## src/rtl/shift_chain_ctrl.sv

```systemverilog
// Serial shift-chain controller: accepts a parallel word and streams it MSB
// first into an external chain of active-low-enable shift cells.
module shift_chain_ctrl #(
    parameter int WIDTH = 8,
    parameter int DIV   = 1
) (
    input  logic             clk,
    input  logic             rst_n,
    input  logic             start_valid,
    input  logic [WIDTH-1:0] data,
    input  logic             abort,
    output logic             start_ready,
    output logic             chain_in,
    output logic             chain_shift,
    output logic             busy,
    output logic             done
);

    localparam int BW = (WIDTH > 1) ? $clog2(WIDTH) : 1;
    localparam int DW = (DIV > 1) ? $clog2(DIV) : 1;
    localparam logic [BW-1:0] BIT_LAST = BW'(WIDTH - 1);
    localparam logic [DW-1:0] DIV_LAST = DW'(DIV - 1);

    typedef enum logic [1:0] {
        IDLE,
        SHIFT,
        DONE
    } state_t;

    state_t           state;
    state_t           state_nxt;
    logic [WIDTH-1:0] sreg;
    logic [BW-1:0]    bit_cnt;
    logic [DW-1:0]    div_cnt;
    logic             handshake;
    logic             tick;
    logic             advance;
    logic             last_bit;

    assign handshake = start_valid && (state == IDLE);
    assign tick      = (state == SHIFT) && (div_cnt == DIV_LAST);
    assign advance   = tick && !abort;
    assign last_bit  = (bit_cnt == BIT_LAST);

    always_ff @(posedge clk or negedge rst_n) begin
        if (!rst_n) begin
            state <= IDLE;
        end else begin
            state <= state_nxt;
        end
    end

    always_comb begin
        state_nxt = state;
        unique case (state)
            IDLE: begin
                if (start_valid) begin
                    state_nxt = SHIFT;
                end
            end
            SHIFT: begin
                if (abort) begin
                    state_nxt = IDLE;
                end else if (tick && last_bit) begin
                    state_nxt = DONE;
                end
            end
            DONE: begin
                state_nxt = IDLE;
            end
            default: begin
                state_nxt = IDLE;
            end
        endcase
    end

    // abort is the only input allowed to reach chain_shift combinationally
    always_comb begin
        start_ready = 1'b0;
        busy        = 1'b0;
        done        = 1'b0;
        chain_in    = 1'b1;
        chain_shift = 1'b1;
        unique case (state)
            IDLE: begin
                start_ready = 1'b1;
            end
            SHIFT: begin
                busy        = 1'b1;
                chain_in    = sreg[WIDTH-1];
                chain_shift = !advance;
            end
            DONE: begin
                done = 1'b1;
            end
            default: begin
                start_ready = 1'b0;
            end
        endcase
    end

    always_ff @(posedge clk or negedge rst_n) begin
        if (!rst_n) begin
            sreg    <= '0;
            bit_cnt <= '0;
            div_cnt <= '0;
        end else if (handshake) begin
            sreg    <= data;
            bit_cnt <= '0;
            div_cnt <= '0;
        end else if (state == SHIFT && !abort) begin
            if (tick) begin
                sreg    <= {sreg[WIDTH-2:0], 1'b0};
                bit_cnt <= bit_cnt + BW'(1);
                div_cnt <= '0;
            end else begin
                div_cnt <= div_cnt + DW'(1);
            end
        end
    end

endmodule
```

## config.mk

```make
export PLATFORM = sky130hd
export DESIGN_NAME = shift_chain_ctrl
export DESIGN_NICKNAME = d
export VERILOG_FILES = /design/src/rtl/shift_chain_ctrl.sv
export SDC_FILE = /design/constraint.sdc
export NUM_CORES = 1
export LEC_CHECK = 0
export BUFFER_PORTS_ARGS = -buffer_cell sky130_fd_sc_hd__buf_2
export CORE_MARGIN = 2
export CORE_UTILIZATION = 42
export CTS_BUF_LIST = sky130_fd_sc_hd__clkbuf_16
export DETAILED_ROUTE_END_ITERATION = 8
export GPL_TIMING_DRIVEN = 0
export HOLD_SLACK_MARGIN = 0.03
export PLACE_DENSITY = 0.66
export SYNTH_ARGS = -nofsm -noshare
export SYNTH_HDL_FRONTEND = slang
export SYNTH_SLANG_ARGS = --single-unit
```

## constraint.sdc

```tcl
create_clock -name clk -period 2.07 [get_ports clk]
set_clock_uncertainty 0.1 [all_clocks]
set_input_delay 0.207 -clock clk [delete_from_list [all_inputs] [get_ports clk]]
set_output_delay 0.207 -clock clk [all_outputs]
set_load 0.005 [all_outputs]
```

==> results of run 1 <==
## critical path, stage by stage (launching register included)
cell and delay [ps]:
dfrtp_1 440, nor4b_4 440, buf_6 210, inv_1 40
buf_2 110
## power groups by stage
stage          registers (mW)  clock network [mW]  logic, mW
6_report                0.376               0.355      0.188
5_1_grt                 0.383               0.376      0.211
4_1_cts                 0.377               0.361      0.194
3_5_place_dp            0.380                   0      0.192
3_3_place_gp            0.378                   0      0.181
2_1_floorplan           0.370                   0      0.139
## path summary, 6_finish.rpt
kind / startpoint / to / slack (ps) / cells after the start
max: state[1]$_DFFE_PN0P_ / chain_shift / 270 / 4
min: data[3] / sreg[3]$_DFFE_PN0P_ / 70 / 3
max reg2reg: state[1]$_DFFE_PN0P_ / sreg[1]$_DFFE_PN0P_ / 450 / 4
min reg2reg: sreg[2]$_DFFE_PN0P_ / sreg[2]$_DFFE_PN0P_ / 380 / 1
max in group asynchronous: rst_n / sreg[7]$_DFFE_PN0P_ / 1350 / 2
min in group asynchronous: rst_n / sreg[4]$_DFFE_PN0P_ / 290 / 2
## logic make-up (layout without fill, tap and decap cells)
group,after synthesis,after routing,share of synthesized area [%]
and+or+nand+nor,18,18,17.1
DFF,14,14,51.9
buffers and inverters,3,24,2.97
muxes,7,7,10.6
adders and majority gates,2,2,3.71
AOI/OAI and AO/OA,12,12,13.7
## cells in the final DEF, fill, tap and decap left out
cell	count
nor2b_1	2
clkinv_1	1
a21o_1	1
nand2_1	7
a22o_1	4
nor3b_2	1
mux2i_1	6
o21ai_2	4
dfrtp_1	14
buf_2	17
inv_1	1
o21ai_0	2
clkbuf_16	3
and3_1	1
ha_1	2
nand2b_1	2
nor4b_4	1
and2_1	1
and2b_1	1
dlygate4sd3_1	1
nor2_1	2
mux2_2	1
o21ai_1	1
buf_6	1
## metrics by stage
step / area (um2) / utilization (%) / hold slack, ps / worst slack (ps)
after global routing: 863 / 57.3 / 82.6 / 195
after CTS: 863 / 57.3 / 66.4 / 244
after global placement: 774 / 51.4 / 13.9 / 482
final: 863 / 57.3 / 67.7 / 274
after floorplan: 674 / - / -189 / 608
after detailed placement: 774 / 51.4 / 14.6 / 432
## routing by layer
layer | share of wire, % | global-route usage [%] | up-vias
met5 | 0 | 0 | -
met4 | 2.4 | 9.09 | 0
met1 | 46 | 18.4 | 225
li1 | - | - | 242
met2 | 46 | 23.5 | 17
met3 | 6.3 | 3.67 | 4
## registers in the layout (all words and copies together), names as in the netlist
register and cells:
bit_cnt 3, div_cnt 1, sreg 8, state 2
## final cells by class
cell class	instances	area, um2	share of cell area (%)
multi-input cells	39	304	35.2
repair buffers	17	90.1	10.4
clock buffers	3	75.1	8.70
clock inverters	1	3.75	0.435
inverters	1	3.75	0.435
flip-flops and latches	14	350	40.6
plain buffers	2	16.3	1.88
well taps	16	20.0	2.32
## timing repair
action / CTS / global route
endpoints found under the hold margin: 14 / 0
hold buffers: 1 / 0
endpoints found under the setup margin: 0 / 0
==> flow_summary.yaml, run 1 <==
outcome:
  outcome: "finished clean"
final_layout:
  nets: 92
  fin_cells: 93
  num_antenna_cells: 0
  layout-drive-gt1-share_pct: 36.4
  area_delta_synth_final_pct: 28.0
  fillers: 141
synthesis:
  ys_ff_latch: 14
  ys_top_cells_by_area: "dfrtp_1 (52%), mux2i_1 (8.9%), a22o_1 (5.2%)"
  synth.most_common_cell: "dfrtp_1"
  synth_edf_count: 0
  syn_nets: 70
  synth_top_area_share_pct: 51.9
  ys_warn_count: 0
  synthFlopType: "dfrtp_1"
  netlist_area_um2: 674
  synthTopCellsByCount: "dfrtp_1 (14), nand2_1 (7), mux2i_1 (6)"
  syn_area_per_cell_um2: 12.0
  yosys.cell_types.count: 21
  synthArstFlopShare_pct: 100
  syn_inst: 56
  synth-seq-area-share_pct: 51.9
  yosysTopAreaCell: "dfrtp_1"
placement:
  place_inst: 88
  port_buffers: 16
  dp_hpwl_um: 925
  gp_congestion: 0.690
global_route:
  grt_usage_pct: 14.9
  grt_first_pass_wirelength_um: 2040
  grt_max_degree: 15
  overflow: 0
  grt_pass1_vias: 490
  antenna_found_initial: 0
cts:
  cts_sinks: 14
  cts_buffer_depth: 2
  clk_latency_ps: 240
  htreeDepth: 1
  clkTransAtPathRegs_ps: 40
  numCtsBuffers: 3
  cts_resized: 0
  cts_tree: "yes"
  cts_root_buffer: "clkbuf_16"
  post_cts_buffers: 0
drt:
  num_vias: 488
  viasPerCell: 5.25
  routed_wirelength_um: 1170
  drtIter0Drc: 1
  drt-wirelength-per-cell_um: 12.5
  drt-pass1-iter-count: 2
  ant_nets: 0
  drc: 0
sta:
  post-route-period-util_pct: 86.8
  hold_viol: 0
  slew_viol_final: 0
  fmax_mhz: 557
  finalSetupViolations: 0
  min_period_ps: 1800
  rsz0062_at_grt: "false"
  worst_slew_pin_slew_ps: 436
  fin_setup_tns_ps: 0
  relSlewSlack_pct: 70.8
floorplan:
  rows: 14
  core_area_um2: 1510
  start_util_pct: 44.8
  die_y_um: 44.1
  io_pins: 17
  die-area_um2: 1940
  die_w_um: 44.1
power_and_ir_drop:
  leakage_nw: 0.431
  ir_drop_v: 0.000572
  power_switching_mw: 0.226
  p_int_mw: 0.693
  clkPwrFrac_pct: 38.6
  swShare_pct: 24.6
  p_per_area_nw_per_um2: 1060
  comb_power_share_pct: 20.4
  power_frac_seq_pct: 40.9
  p_total_mw: 0.919
critical_path:
  crit_type: "reg -> out"
  startpoint_type: "register"
  cp-end-kind: "output pin"
  critical_path_arrival_ps: 1490
  crit_fanout: 10
  required_ps: 1760
run:
  drv_cap: 0
hold_path:
  hold_path_class: "in -> reg"
(Power assumes the default switching activity.)
==> run 2: changes to the inputs <==
MAX_ROUTING_LAYER = met4   (was unset)
SETUP_SLACK_MARGIN = 0.4   (was unset)
==> flow_summary.yaml, run 2 (same netlist as run 1, synthesis figures left out) <==
outcome:
  outcome: "finished clean"
final_layout:
  multi_input_area_um2: 312
  layout-drive-gt1-share_pct: 43.8
  num_antenna_cells: 0
  largest_reg_flops: 8
  final_cell_mix: "buf_2 (17), dfrtp_1 (13), nand2_1 (7)"
  top_regs: "sreg x8, bit_cnt x3, state x2"
  seqCellArea_um2: 352
  top_register: "sreg"
  fillers: 139
  area_delta_synth_final_pct: 32.7
  nets: 95
  layout_commonest_cell: "buf_2"
power_and_ir_drop:
  p_total_mw: 0.942
  power_frac_seq_pct: 40.3
  leakage_nw: 0.446
  clkPwrFrac_pct: 37.9
  comb_power_share_pct: 21.8
  power_switching_mw: 0.236
  p_per_area_nw_per_um2: 1050
  swShare_pct: 25.0
  ir_drop_v: 0.000565
  p_int_mw: 0.706
cts:
  cts_tree: "yes"
  cts_buffer_depth: 2
  cts_sinks: 14
  numCtsBuffers: 3
  cts_root_buffer: "clkbuf_16"
  htreeDepth: 1
  clkTransAtPathRegs_ps: 40
  clk_latency_ps: 240
critical_path:
  slowest_stage: "dfrtp_2"
  r2r_cells: 5
  crit_fanout: 5
  worstReg2RegStart: "state[1]$_DFFE_PN0P_"
  path_cells: "nor4b_4 -> buf_6 -> inv_2 -> buf_2"
  r2r_end: "sreg[4]$_DFFE_PN0P_"
  crit_type: "reg -> out"
  startpoint_type: "register"
  critical_path_arrival_ps: 1330
  cpPeakStageDelay_ps: 440
  cp-end-kind: "output pin"
  worst-path-buf-inv: 3
  crit_end: "chain_shift"
  cp.depth: 4
  reg2reg_setup_slack_ps: 470
  required_ps: 1760
  cp_top_family: "flip-flops"
  startpoint: "state[1]$_DFFE_PN0P_"
sta:
  post-route-period-util_pct: 78.9
  fin_setup_tns_ps: 0
  finalSetupViolations: 0
  hold_viol: 0
  rsz0062_at_grt: "true"
  worst_hold_slack_ps: 66.1
  worst_slew_pin_slew_ps: 437
  fmax_mhz: 613
  slew_viol_final: 0
  min_period_ps: 1630
  relSlewSlack_pct: 70.8
global_route:
  grt_max_degree: 15
  grt_usage_pct: 15.8
  overflow: 0
  grt_pass1_vias: 499
  grt_first_pass_wirelength_um: 2090
  antenna_found_initial: 0
floorplan:
  die_w_um: 44.1
  io_pins: 17
  die_y_um: 44.1
  core_area_um2: 1510
  rows: 14
  die-area_um2: 1940
  start_util_pct: 44.8
placement:
  port_buffers: 16
  gp_congestion: 0.697
  dp_hpwl_um: 925
drt:
  drtIter0Drc: 4
  drt-pass1-iter-count: 4
  ant_nets: 0
  num_vias: 497
  viasPerCell: 5.18
  drc: 0
  routed_wirelength_um: 1230
  drt-wirelength-per-cell_um: 12.8
run:
  drv_cap: 0
hold_path:
  hold_path_class: "in -> reg"
-- run 2: cell count changes in the layout (fill, tap and decap cells not counted), sizes merged --
| cell | delta |
|---|---|
| buf | +3 |
-- run 2: stage by stage --
step / cells / area (um2) / setup slack [ps] / utilization [%]
2_1_floorplan: 56 / 674 / 608 / -
5_1_grt: 96 / 895 / 384 / 59.4
3_5_place_dp: 88 / 774 / 432 / 51.4
3_3_place_gp: 88 / 774 / 482 / 51.4
4_1_cts: 96 / 886 / 436 / 58.8
6_report: 96 / 895 / 438 / 59.4
-- run 2: per-layer routing --
layer  share of wire [%]  track usage, %  vias to the layer above
li1                    -               -                      249
met1                  49            20.0                      227
met2                  42            23.2                       17
met3                 6.3            3.67                        4
met4                 2.3            9.09                        0
met5                   0               -                        -
-- run 2: worst min-delay path by stage --
stage / startpoint / endpoint / slack (ps) / depth (start not counted)
global route: data[3] / sreg[3]$_DFFE_PN0P_ / 80 / 3
global placement: rst_n / sreg[6]$_DFFE_PN0P_ / 10 / 1
detailed placement: rst_n / sreg[6]$_DFFE_PN0P_ / 10 / 1
finish: data[3] / sreg[3]$_DFFE_PN0P_ / 70 / 3
floorplan: rst_n / bit_cnt[0]$_DFFE_PN0P_ / -190 / 0
CTS: data[3] / sreg[3]$_DFFE_PN0P_ / 70 / 3
-- run 2: final cells by class --
| cell class | instances | area share [%] |
|---|---|---|
| Inverter | 1 | 0.420 |
| Clock inverter | 1 | 0.420 |
| Buffer | 2 | 1.82 |
| Clock buffer | 3 | 8.39 |
| Tap cell | 16 | 2.24 |
| Sequential cell | 14 | 39.3 |
| Multi-Input combinational cell | 39 | 34.8 |
| Timing Repair Buffer | 20 | 12.6 |
-- run 2: power groups by stage --
stage | registers (mW) | logic [mW] | clock network [mW]
after global placement | 0.378 | 0.181 | 0
final | 0.380 | 0.205 | 0.357
after detailed placement | 0.380 | 0.192 | 0
after CTS | 0.377 | 0.204 | 0.361
after global routing | 0.386 | 0.228 | 0.376
after floorplan | 0.370 | 0.139 | 0
-- run 2: worst register-to-register path: stages (launching register included) --
cell	delay (ps)
dfrtp_2	440
nor4b_4	360
buf_6	160
buf_4	140
mux2i_2	220
o21ai_2	70
-- run 2: timing repair --
item | in CTS | in global routing
endpoints found under the hold margin | 14 | 0
setup endpoints to repair | 1 | 3
resized for setup | 0 | 4
buffers inserted | 3 | 0
hold buffers | 1 | 0
gates cloned | 0 | 0
pin swaps | 1 | 1
